<file path="config.mk">
export PLATFORM = sky130hd
export DESIGN_NAME = if_id_ctrl
export DESIGN_NICKNAME = d
export VERILOG_FILES = /design/src/rtl/if_id_ctrl.sv
export SDC_FILE = /design/constraint.sdc
export NUM_CORES = 1
export LEC_CHECK = 0
export ABC_AREA = 1
export CAP_MARGIN = 20
export CORE_MARGIN = 3
export CORE_UTILIZATION = 35
export CTS_BUF_LIST = sky130_fd_sc_hd__clkbuf_8 sky130_fd_sc_hd__clkbuf_16
export CTS_CLUSTER_DIAMETER = 100
export DETAILED_ROUTE_END_ITERATION = 12
export GPL_TIMING_DRIVEN = 1
export PLACE_DENSITY = 0.8
export SYNTH_ARGS = -nofsm -noshare
export SYNTH_HDL_FRONTEND = slang
export SYNTH_SLANG_ARGS = --single-unit
</file>
<file path="constraint.sdc">
create_clock -name clk -period 2 [get_ports clk]
set_input_delay 0.2 -clock clk [delete_from_list [all_inputs] [get_ports clk]]
set_output_delay 0.2 -clock clk [all_outputs]
set_load 0.02 [all_outputs]
</file>
<file path="src/rtl/if_id_ctrl.sv">
// if_id_ctrl: IF/ID pipeline register with ID-stage branch resolution and
// hazard detection for a 5-stage MIPS pipeline. Drives brTaken/brOffset/Haz_Det
// back to the fetch stage.
// Optional feature macro: IFID_PERF_CNT_EN adds stall_cnt / flush_cnt counters.
module if_id_ctrl #(
    parameter logic [31:0] RESET_PC = 32'd0
) (
    input  logic        clk,
    input  logic        reset,
    input  logic [31:0] if_pc,
    input  logic [31:0] if_instr,
    input  logic [31:0] rs_val,
    input  logic [31:0] rt_val,
    input  logic        ex_mem_read,
    input  logic        ex_reg_write,
    input  logic [4:0]  ex_dest,
    input  logic        mem_mem_read,
    input  logic [4:0]  mem_dest,
    output logic [31:0] id_pc,
    output logic [31:0] id_instr,
    output logic        id_valid,
    output logic        brTaken,
    output logic [31:0] brOffset,
    output logic        Haz_Det,
    output logic        id_flush
`ifdef IFID_PERF_CNT_EN
    ,
    output logic [31:0] stall_cnt,
    output logic [31:0] flush_cnt
`endif
);

    localparam logic [5:0] OP_RTYPE = 6'h00;
    localparam logic [5:0] OP_BEQ   = 6'h04;
    localparam logic [5:0] OP_BNE   = 6'h05;
    localparam logic [5:0] OP_SW    = 6'h2B;

    typedef enum logic [1:0] {RUN, STALL, FLUSH} state_t;

    state_t     state;
    logic [5:0] opcode;
    logic [4:0] rs;
    logic [4:0] rt;
    logic       is_beq;
    logic       is_bne;
    logic       is_branch;
    logic       uses_rt;
    logic       load_use;
    logic       br_haz;
    logic       cond;

    // Decode the ID instruction and evaluate hazards / branch condition.
    // Register 0 is never a real producer, so a zero destination is ignored.
    always_comb begin
        opcode    = id_instr[31:26];
        rs        = id_instr[25:21];
        rt        = id_instr[20:16];
        is_beq    = (opcode == OP_BEQ);
        is_bne    = (opcode == OP_BNE);
        is_branch = is_beq | is_bne;
        uses_rt   = (opcode == OP_RTYPE) | is_branch | (opcode == OP_SW);

        load_use  = id_valid & ex_mem_read & (ex_dest != 5'd0) &
                    ((ex_dest == rs) | (uses_rt & (ex_dest == rt)));

        // Branch compares in ID, so any in-flight producer of its operands
        // that the forwarding network cannot yet reach forces a wait.
        br_haz    = is_branch &
                    ((ex_reg_write & (ex_dest != 5'd0) &
                      ((ex_dest == rs) | (ex_dest == rt))) |
                     (mem_mem_read & (mem_dest != 5'd0) &
                      ((mem_dest == rs) | (mem_dest == rt))));

        cond      = is_beq ? (rs_val == rt_val) : (rs_val != rt_val);
    end

    assign Haz_Det  = load_use | br_haz;
    // A stall always wins over a taken branch: operands are not yet valid.
    assign brTaken  = id_valid & is_branch & cond & ~Haz_Det;
    assign brOffset = {{16{id_instr[15]}}, id_instr[15:0]};
    assign id_flush = (state == FLUSH);

    // IF/ID register and RUN/STALL/FLUSH state: hold on stall, bubble on a
    // taken branch (wrong-path fetch discarded), otherwise advance.
    always_ff @(posedge clk) begin
        if (reset) begin
            state    <= RUN;
            id_pc    <= RESET_PC;
            id_instr <= 32'd0;
            id_valid <= 1'b0;
        end else if (Haz_Det) begin
            state    <= STALL;
        end else if (brTaken) begin
            state    <= FLUSH;
            id_pc    <= if_pc;
            id_instr <= 32'd0;
            id_valid <= 1'b0;
        end else begin
            state    <= RUN;
            id_pc    <= if_pc;
            id_instr <= if_instr;
            id_valid <= 1'b1;
        end
    end

`ifdef IFID_PERF_CNT_EN
    // Event counters for stall and flush cycles; wrap naturally at 2^32.
    always_ff @(posedge clk) begin
        if (reset) begin
            stall_cnt <= 32'd0;
            flush_cnt <= 32'd0;
        end else begin
            if (Haz_Det) stall_cnt <= stall_cnt + 32'd1;
            if (brTaken) flush_cnt <= flush_cnt + 32'd1;
        end
    end
`endif

endmodule

</file>
==> results of run 1 <==
sequential cells by signal (all words and copies together) (netlist names):
name      count
id_instr     32
state         2
id_valid      1
id_pc        32
per-layer routing:
layer,global-route usage,vias up
met1,0.218,1727
met2,0.356,175
met3,0.0557,22
li1,-,1968
met4,0.0768,0
met5,0,-
worst min path at each step:
stage | from | to | cells past startpoint
floorplan | reset | id_instr[27] | 1
global placement | id_pc[24] | id_pc[24] | 2
detailed placement | id_pc[21] | id_pc[21] | 2
CTS | if_pc[20] | id_pc[20] | 3
global route | if_pc[1] | id_pc[1] | 3
finish | if_pc[1] | id_pc[1] | 3
through the flow:
| stage | setup slack, ps | hold slack, ps | utilization | TNS [ps] |
|---|---|---|---|---|
| 6_report | 92.5 | 400 | 0.667 | 0 |
| 5_1_grt | -49.1 | 380 | 0.667 | -212 |
| 4_1_cts | 5.01 | 386 | 0.646 | 0 |
| 3_5_place_dp | -331 | 435 | 0.620 | -14350 |
| 3_3_place_gp | -294 | 428 | 0.620 | -12160 |
| 2_1_floorplan | 245 | 269 | - | 0 |
cells in the mapped netlist (2+ instances only):
master and number:
clkbuf_1 3, buf_2 6, o21ai_2 10, nand3_1 42, dfxtp_1 67, nand2_2 3
buf_4 32, nor2_1 27, inv_2 6, o21ai_0 4, nor3_1 2, inv_1 32
nand2_1 211, or2_2 3, xnor2_1 31, buf_6 6, nand4_1 5
repair_timing:
item                                    CTS  global route
gates resized for setup                  17            30
pin swaps                                 2            10
endpoints found under the setup margin    2            74
cloned                                    0             3
buffers inserted                          1             8
hold buffers                              0             0
worst max-delay path, cell delays in order, from the launching register on:
cell	delay, ps
dfxtp_4	380
inv_4	50
nand2_2	50
nand2_1	50
nor2_1	130
nand3_2	110
nand2_2	100
nand2_2	50
nand2_2	60
nand2_2	50
nand2_2	60
buf_6	110
nor2_2	40
buf_6	120
cell type report:
| type | instances | area (um^2) | area share |
|---|---|---|---|
| timing repair buffer | 269 | 2720 | 0.433 |
| clock inverter | 7 | 93.8 | 0.0150 |
| multi-input combinational | 345 | 1670 | 0.265 |
| sequential | 67 | 1370 | 0.218 |
| inverter | 39 | 151 | 0.0241 |
| clock buffer | 9 | 124 | 0.0197 |
| tap | 129 | 161 | 0.0257 |
cell usage in the layout, fill, tap and decap left out:
cell type | synthesis | layout
clkinvlp_4 | 0 | 1
inv_1 | 32 | 31
nor3_1 | 2 | 1
buf_12 | 0 | 2
buf_4 | 32 | 18
clkdlybuf4s50_1 | 0 | 235
o21ai_1 | 0 | 2
inv_4 | 1 | 2
or2_2 | 3 | 3
dlymetal6s2s_1 | 0 | 2
bufinv_16 | 0 | 2
buf_6 | 6 | 5
nor2_2 | 1 | 4
xor2_1 | 1 | 1
dfxtp_1 | 67 | 54
clkbuf_16 | 0 | 3
o21ai_2 | 10 | 10
dlygate4sd2_1 | 0 | 3
inv_2 | 6 | 7
nor3_2 | 0 | 1
nand3b_2 | 1 | 1
nand2_1 | 211 | 206
buf_2 | 6 | 1
nand3_2 | 1 | 3
a21oi_1 | 1 | 1
nand2_2 | 3 | 8
clkbuf_8 | 0 | 9
dfxtp_2 | 0 | 10
o21ai_0 | 4 | 2
nor2_4 | 1 | 1
nand3_1 | 42 | 40
clkinv_2 | 0 | 1
clkinv_4 | 0 | 2
a21oi_4 | 1 | 1
dfxtp_4 | 0 | 3
xnor2_1 | 31 | 31
nand4_1 | 5 | 5
nor2_1 | 27 | 24
kinds of logic (layout without fill, tap and decap cells):
group           count (synthesis)  after routing
flops                          67             67
simple gates                  297            297
compound gates                 16             16
xor+xnor                       32             32
buf+inv                        86            324
power breakdown:
group	leakage, nW	internal [mW]	switching [mW]	total (mW)
clock network	0.111	0.700	0.544	1.24
logic	2.14	0.573	0.426	0.999
registers	0.562	1.42	0.0647	1.48
total	2.81	2.69	1.04	3.72
==> impl_metrics.yaml, run 1 <==
placement:
  dp.final_hpwl_um: 9140
  dp_cells: 837
  gp_congestion: 0.881
  dpl_cell_area_um2: 5840
  port_buffers: 242
pwr:
  power.total_mw: 3.72
  p_per_area_nw_per_um2: 593
  leakagePower_nw: 2.81
  ir_drop_mv: 0.393
clocking:
  clk_path_buf_depth: 2
  clk_pin_slew_ps: 80
  ctsHtreeMaxLevel: 3
  cts_root_buffer: "clkbuf_8"
  cts_made_buffers: 9
  cts_tree: "yes"
  cts_sinks: 67
  clk_latency_ps: 330
setup_path:
  critPathLaunch: "id_instr[21]"
  cp_data_arrival_time_ps: 1710
  cp_max_fo: 4
  rr_worst_depth: 15
  crit_end: "brTaken"
  r2r-start: "id_instr[21]"
  reg2reg_to: "id_instr[9]"
  worstPathRequired_ps: 1800
  worstSetupStartpointType: "flip-flop"
  worst_setup_path_end_kind: "primary output"
  reg2reg_slack_ps: 120
  criticalPathCategory: "reg -> out"
die:
  start_util: 0.369
  die_height_um: 106
  num_rows: 35
  dieArea_um2: 11100
  core_um2: 9420
  die_x_um: 106
  ios: 243
global_routing:
  antenna_found_initial: 0
  grt_start_max_net_pins: 51
  grt_overflow_total: 0
  grt_first_pass_wirelength_um: 17800
  grt_pass1_vias: 3693
  track_usage: 0.197
yosys:
  ys_types: 25
  synthMuxAreaShare: 0
  postSynthCellCount: 498
  synthTopCellsByArea: "dfxtp_1 39%, nand2_1 23%, xnor2_1 7.8%"
  ys.flop_type: "dfxtp_1"
  synth_edf_count: 0
  synth-compound-area-share: 0.0371
  yosys_warnings: 0
  synth_simple_gate_area_frac: 0.352
  yosysTopAreaCell: "dfxtp_1"
  syn_area_um2: 3470
  async_flop_share: 0
  synth.ff_latch_count: 67
  synth_xor_xnor_area_share: 0.0808
  yosysSeqAreaShare: 0.387
  synth_top_family_by_area: "simple AND/OR/NAND/NOR gates"
  synthAdderAreaFrac: 0
  syn_nets: 641
  post_synth.cell_area_avg_um2: 6.97
  synth_top_area_frac: 0.387
timing:
  setup_violations: 0
  relSlewSlack: 0.800
  worstMarginPinSlew_ps: 299
  slew_viol_final: 0
  fin_worst_skew_ps: 9.19
  period_share: 0.954
  rsz0062_at_grt: "yes"
  hold_violations: 0
  max_freq_ghz: 0.524
  fin_crit_ps: 1910
cells_and_area:
  drive_gt1_frac: 0.133
  n_antenna_cell: 0
  n_fill_cell: 787
  final_cells: 865
  finalInstanceArea_um2: 6280
  syn_to_final_growth_pct: 80.9
  final_nets: 874
hold_path:
  hp-class: "in -> reg"
drt:
  wl_met2_um: 6070
  vias_per_cell: 4.50
  dr_total_vias: 3892
  drcViolationCount: 0
  drt_iter0_drc: 162
  wire_per_inst_um: 13.8
  wl_um: 11900
  wl_met1_um: 4700
  dr.pass1.iters: 4
  drtAntennaViolNets: 0
  routed.top_layer: "met4"
  routed-wl-met3_um: 861
status:
  status: "finished, final reports clean"
flow_run:
  cap_violations: 0
(Power assumes the default switching activity.)
==> run 2: changes to the inputs <==
Settings changed: PLACE_DENSITY 0.8 to default, PLACE_DENSITY_LB_ADDON from default to 0.08.
==> run 2 against run 1 <==
Compared with the run above:
- die area is the same
- critical endpoint is now id_pc[3]
- critical path type is now in -> reg
- sequential share of layout area is 0.34 points higher
- clock skew rose by 2.4 ps
==> impl_metrics.yaml, run 2 (synthesis gave the netlist of run 1 again) <==
clocking:
  clk_pin_slew_ps: 80
  cts_sinks: 67
  cts_tree: "yes"
  cts_root_buffer: "clkbuf_8"
  clk_path_buf_depth: 2
  clk_latency_ps: 330
  cts_made_buffers: 9
  ctsHtreeMaxLevel: 3
  ctsHoldBuffers: 0
cells_and_area:
  final_cells: 857
  syn_to_final_growth_pct: 77.3
  final_cell_mix: "236 x clkdlybuf4s50_1, 211 x nand2_1, 55 x dfxtp_1"
  mostFrequentLayoutCell: "clkdlybuf4s50_1"
  drive_gt1_frac: 0.111
  reg.largest.list: "id_instr x32, id_pc x32, state x2"
  n_antenna_cell: 0
  final_nets: 866
  finalInstanceArea_um2: 6150
die:
  start_util: 0.369
  core_um2: 9420
  die_height_um: 106
  num_rows: 35
  die_x_um: 106
  dieArea_um2: 11100
  ios: 243
setup_path:
  worstPathRequired_ps: 2230
  reg2reg_to: "id_pc[3]"
  worstSetupStartpointType: "primary input"
  worst_setup_path_end_kind: "flip-flop"
  critPathLaunch: "ex_dest[4]"
  criticalPathCategory: "in -> reg"
  cp_data_arrival_time_ps: 2130
  crit_end: "id_pc[3]"
  reg2reg_slack_ps: 130
  rr_worst_depth: 16
  r2r-start: "id_instr[21]"
  cp_max_fo: 22
global_routing:
  grt_start_max_net_pins: 46
  grt_pass1_vias: 3643
  track_usage: 0.204
  grt_first_pass_wirelength_um: 18500
  antenna_found_initial: 0
  grt_overflow_total: 0
status:
  status: "finished, final reports clean"
drt:
  drt_iter0_drc: 141
  drcViolationCount: 0
  dr.pass1.iters: 4
  vias_per_cell: 4.35
  dr_total_vias: 3732
  drtAntennaViolNets: 0
  wl_um: 11700
  wire_per_inst_um: 13.6
timing:
  setup_violations: 0
  max_freq_ghz: 0.528
  rsz0062_at_grt: "yes"
  period_share: 0.946
  fin_worst_skew_ps: 11.6
  hold_violations: 0
  worstMarginPinSlew_ps: 381
  fin_crit_ps: 1890
  relSlewSlack: 0.746
  slew_viol_final: 0
hold_path:
  min-delay-start: "if_pc[14]"
  hold_depth: 3
  hp-class: "in -> reg"
placement:
  gp_congestion: 0.835
  dp_cells: 837
  dpl_cell_area_um2: 5840
  dp.final_hpwl_um: 9070
  port_buffers: 242
flow_run:
  cap_violations: 0
pwr:
  leakagePower_nw: 2.77
  ir_drop_mv: 0.312
  p_per_area_nw_per_um2: 586
==> run 2: cell types whose count changed in the layout (fill, tap and decap cells not counted), sizes merged <==
cell / change
dlymetal6s2s: +2
clkdlybuf4s50: +1
buf: -7
inv: +1
dlygate4sd2: -3
clkbuf: -1
bufinv: -1
==> run 2: cell type report <==
cell class	instances	area, um^2
Clock buffer	9	124
Tap cell	129	161
Inverter	39	149
Timing Repair Buffer	261	2650
Fill cell	840	3260
Multi-Input combinational cell	345	1640
Clock inverter	7	68.8
Sequential cell	67	1360
==> run 2: per-stage QoR <==
stage | setup TNS (ps) | util | power, mW | hold slack (ps) | setup WS [ps]
global placement | -11460 | 0.620 | 2.48 | 427 | -389
floorplan | 0 | - | 1.95 | 269 | 245
finish | 0 | 0.653 | 3.61 | 401 | 107
detailed placement | -12570 | 0.620 | 2.49 | 431 | -412
global route | -101 | 0.653 | 3.79 | 380 | -49.7
CTS | 0 | 0.640 | 3.63 | 386 | 52.7
==> run 2: routing by layer <==
layer  vias up  GRT usage  wire length (um)
met5         -          0                 0
met4         0     0.0361                72
met3         8     0.0741              1100
met2       148      0.372              5890
met1      1630      0.228              4640
li1       1946          -                 -
==> run 2: timing repair <==
| item | CTS | global route |
|---|---|---|
| cloned | 0 | 2 |
| resized for setup | 11 | 24 |
| pin swaps | 0 | 4 |
| setup endpoints to repair | 2 | 79 |
| setup buffers | 0 | 2 |
==> run 2: report_power, final <==
part	internal [mW]	total [mW]	switching [mW]
logic	0.584	1.00	0.420
clock network	0.574	1.12	0.549
registers	1.42	1.48	0.0634
==> run 2: worst min path at each step <==
stage                               to
after detailed placement     id_pc[17]
after global placement       id_pc[19]
after CTS                     id_pc[6]
after floorplan           id_instr[27]
final                        id_pc[14]
after global routing          id_pc[1]
==> run 2: critical path, stage by stage <==
cell and delay [ps]:
clkdlybuf4s50_1 570, inv_2 40, nand2_1 50, nand2_1 50
nor2_1 110, nand3_1 100, nand2_2 90, nand2_1 50
nand2_1 80, nand2_2 60, nand2_2 70, buf_4 140
nor2_4 50, buf_12 140, clkbuf_16 180, nand2_1 70
nand2_1 60
==> run 3: changes to the inputs <==
Settings changed: CORE_ASPECT_RATIO from default to 0.9, CTS_CLUSTER_DIAMETER 100 to default.
==> run 3 against run 2 <==
Compared with the run above:
- utilization grew 2.4 points
- clock skew shrank 1.8 ps
- clock power grew 34%
- worst hold slack lost 6.2 ps
- non-clock buffer count grew 8
==> impl_metrics.yaml, run 3 (synthesis gave the netlist of run 1 again) <==
placement:
  port_buffers: 242
  dp.final_hpwl_um: 9190
  dp_cells: 829
  gp_congestion: 0.821
clocking:
  ctsHtreeMaxLevel: 3
  cts_root_buffer: "clkbuf_8"
  clk_latency_ps: 340
  cts_tree: "yes"
  cts_made_buffers: 9
  cts_sinks: 67
  clk_path_buf_depth: 2
  clk_pin_slew_ps: 80
pwr:
  leakagePower_nw: 2.90
  power.total_mw: 4.01
  ir_drop_mv: 0.379
  p_per_area_nw_per_um2: 632
global_routing:
  met3_usage: 0.0600
  use_met1: 0.224
  track_usage: 0.201
  antenna_found_initial: 0
  grt_pass1_vias: 3732
  grt-busiest-layer: "met2"
  grt_overflow_total: 0
  met2_usage: 0.379
  grt_first_pass_wirelength_um: 18200
  grt_start_max_net_pins: 47
timing:
  hold_violations: 0
  worstMarginPinSlew_ps: 391
  period_share: 0.956
  relSlewSlack: 0.739
  hold_slack_ps: 395
  fin_crit_ps: 1910
  tns_ps: 0
  setup_violations: 0
  slew_viol_final: 0
  fin_worst_skew_ps: 9.81
  max_freq_ghz: 0.523
setup_path:
  criticalPathCategory: "in -> reg"
  worstSetupStartpointType: "primary input"
  cp_slowest_cell: "clkdlybuf4s50_1"
  cp_cell_sequence: "clkdlybuf4s50_1 > inv_2 > nand2_1 > nand2_1 > nor2_2 > nand3_1 > nand2_2 > nand2_1 > nand2_1 > nand2_2 > nand2_4 > buf_4 > nor2_4 > buf_12 > buf_8 > buf_12 > nand2_1 > nand2_1"
  worst_setup_path_end_kind: "flip-flop"
  worstPathRequired_ps: 2240
  cp_data_arrival_time_ps: 2150
  critPathMostFrequentCell: "nand2_1"
  critPathBufInv: 6
  cp_top_family: "buffers and inverters"
  critPathMaxStageDelay_ps: 530
  cp_max_fo: 11
  reg2reg_slack_ps: 110
cells_and_area:
  final_nets: 874
  final_cells: 858
  final_util: 0.677
  final_cell_mix: "232 x clkdlybuf4s50_1, 211 x nand2_1, 56 x dfxtp_1"
  drive_gt1_frac: 0.124
  n_antenna_cell: 0
  syn_to_final_growth_pct: 83.0
  n_fill_cell: 802
  mostFrequentLayoutCell: "clkdlybuf4s50_1"
  reg.largest.list: "id_instr x32, id_pc x32, state x2"
drt:
  drtAntennaViolNets: 0
  drt_iter0_drc: 123
  dr_total_vias: 3853
  wl_um: 12200
  dr.pass1.iters: 4
  wire_per_inst_um: 14.2
  drcViolationCount: 0
  vias_per_cell: 4.49
die:
  dieArea_um2: 11100
  die_x_um: 111
  start_util: 0.370
  core_um2: 9370
  die_height_um: 100
  num_rows: 33
  ios: 243
flow_run:
  cap_violations: 0
hold_path:
  hp-class: "in -> reg"
status:
  status: "finished, final reports clean"
==> run 3: cell count changes in the layout (fill, tap and decap cells not counted), moves of 2 or more <==
cell	delta
bufinv_16	+3
buf_4	+3
dlymetal6s2s_1	+4
buf_6	+2
clkinv_2	-2
nor2_1	-2
clkdlybuf4s50_1	-4
nor2_2	+2
==> run 3: worst paths after layout <==
kind                                  end  depth (start not counted)         start
worst min register to register  id_pc[11]                          2     id_pc[11]
worst min-delay path            id_pc[18]                          3     if_pc[18]
worst max-delay path            id_pc[29]                         18    ex_dest[4]
worst max register to register  id_pc[29]                         17  id_instr[20]
==> run 3: layer usage <==
metal,share of wire,vias to the layer above
li1,-,1965
met1,0.40,1725
met2,0.52,150
met3,0.067,13
met4,0.014,0
met5,0,-
==> run 3: worst reg2reg max path, stage by stage (launching register included) <==
cell and delay (ps):
dfxtp_2 370, inv_2 50, nand2_1 50, nand2_1 60, nor2_2 130, nand3_1 100
nand2_2 80, nand2_1 50, nand2_1 70, nand2_2 70, nand2_4 80, buf_4 130
nor2_4 50, buf_12 130, buf_8 130, buf_12 130, nand2_1 50, nand2_1 50
==> run 3: power by group <==
| part | switching (mW) | internal, mW | total, mW | leakage (nW) |
|---|---|---|---|---|
| clock network | 0.544 | 0.955 | 1.50 | 0.135 |
| logic | 0.432 | 0.599 | 1.03 | 2.20 |
| registers | 0.0652 | 1.42 | 1.48 | 0.561 |
| total | 1.04 | 2.97 | 4.01 | 2.90 |
==> run 3: cell type report <==
| cell class | count | area (um^2) | share of cell area |
|---|---|---|---|
| clock buffers | 9 | 124 | 0.0195 |
| clock inverters | 7 | 141 | 0.0223 |
| multi-input cells | 345 | 1660 | 0.261 |
| well taps | 122 | 153 | 0.0240 |
| inverters | 39 | 149 | 0.0234 |
| flip-flops and latches | 67 | 1360 | 0.214 |
| repair buffers | 269 | 2770 | 0.435 |
==> run 3: through the flow <==
step,instance area (um^2),setup slack (ps)
after detailed placement,5830,-433
final,6350,87.3
after CTS,6080,47.7
after global routing,6350,-30.8
after floorplan,3470,245
after global placement,5830,-425
==> run 3: what timing repair did <==
item	4_1_cts	5_1_grt
buffers inserted	0	9
hold buffers	0	0
pin swaps	0	11
endpoints found under the setup margin	2	58
gates resized for setup	11	34
cloned	0	4
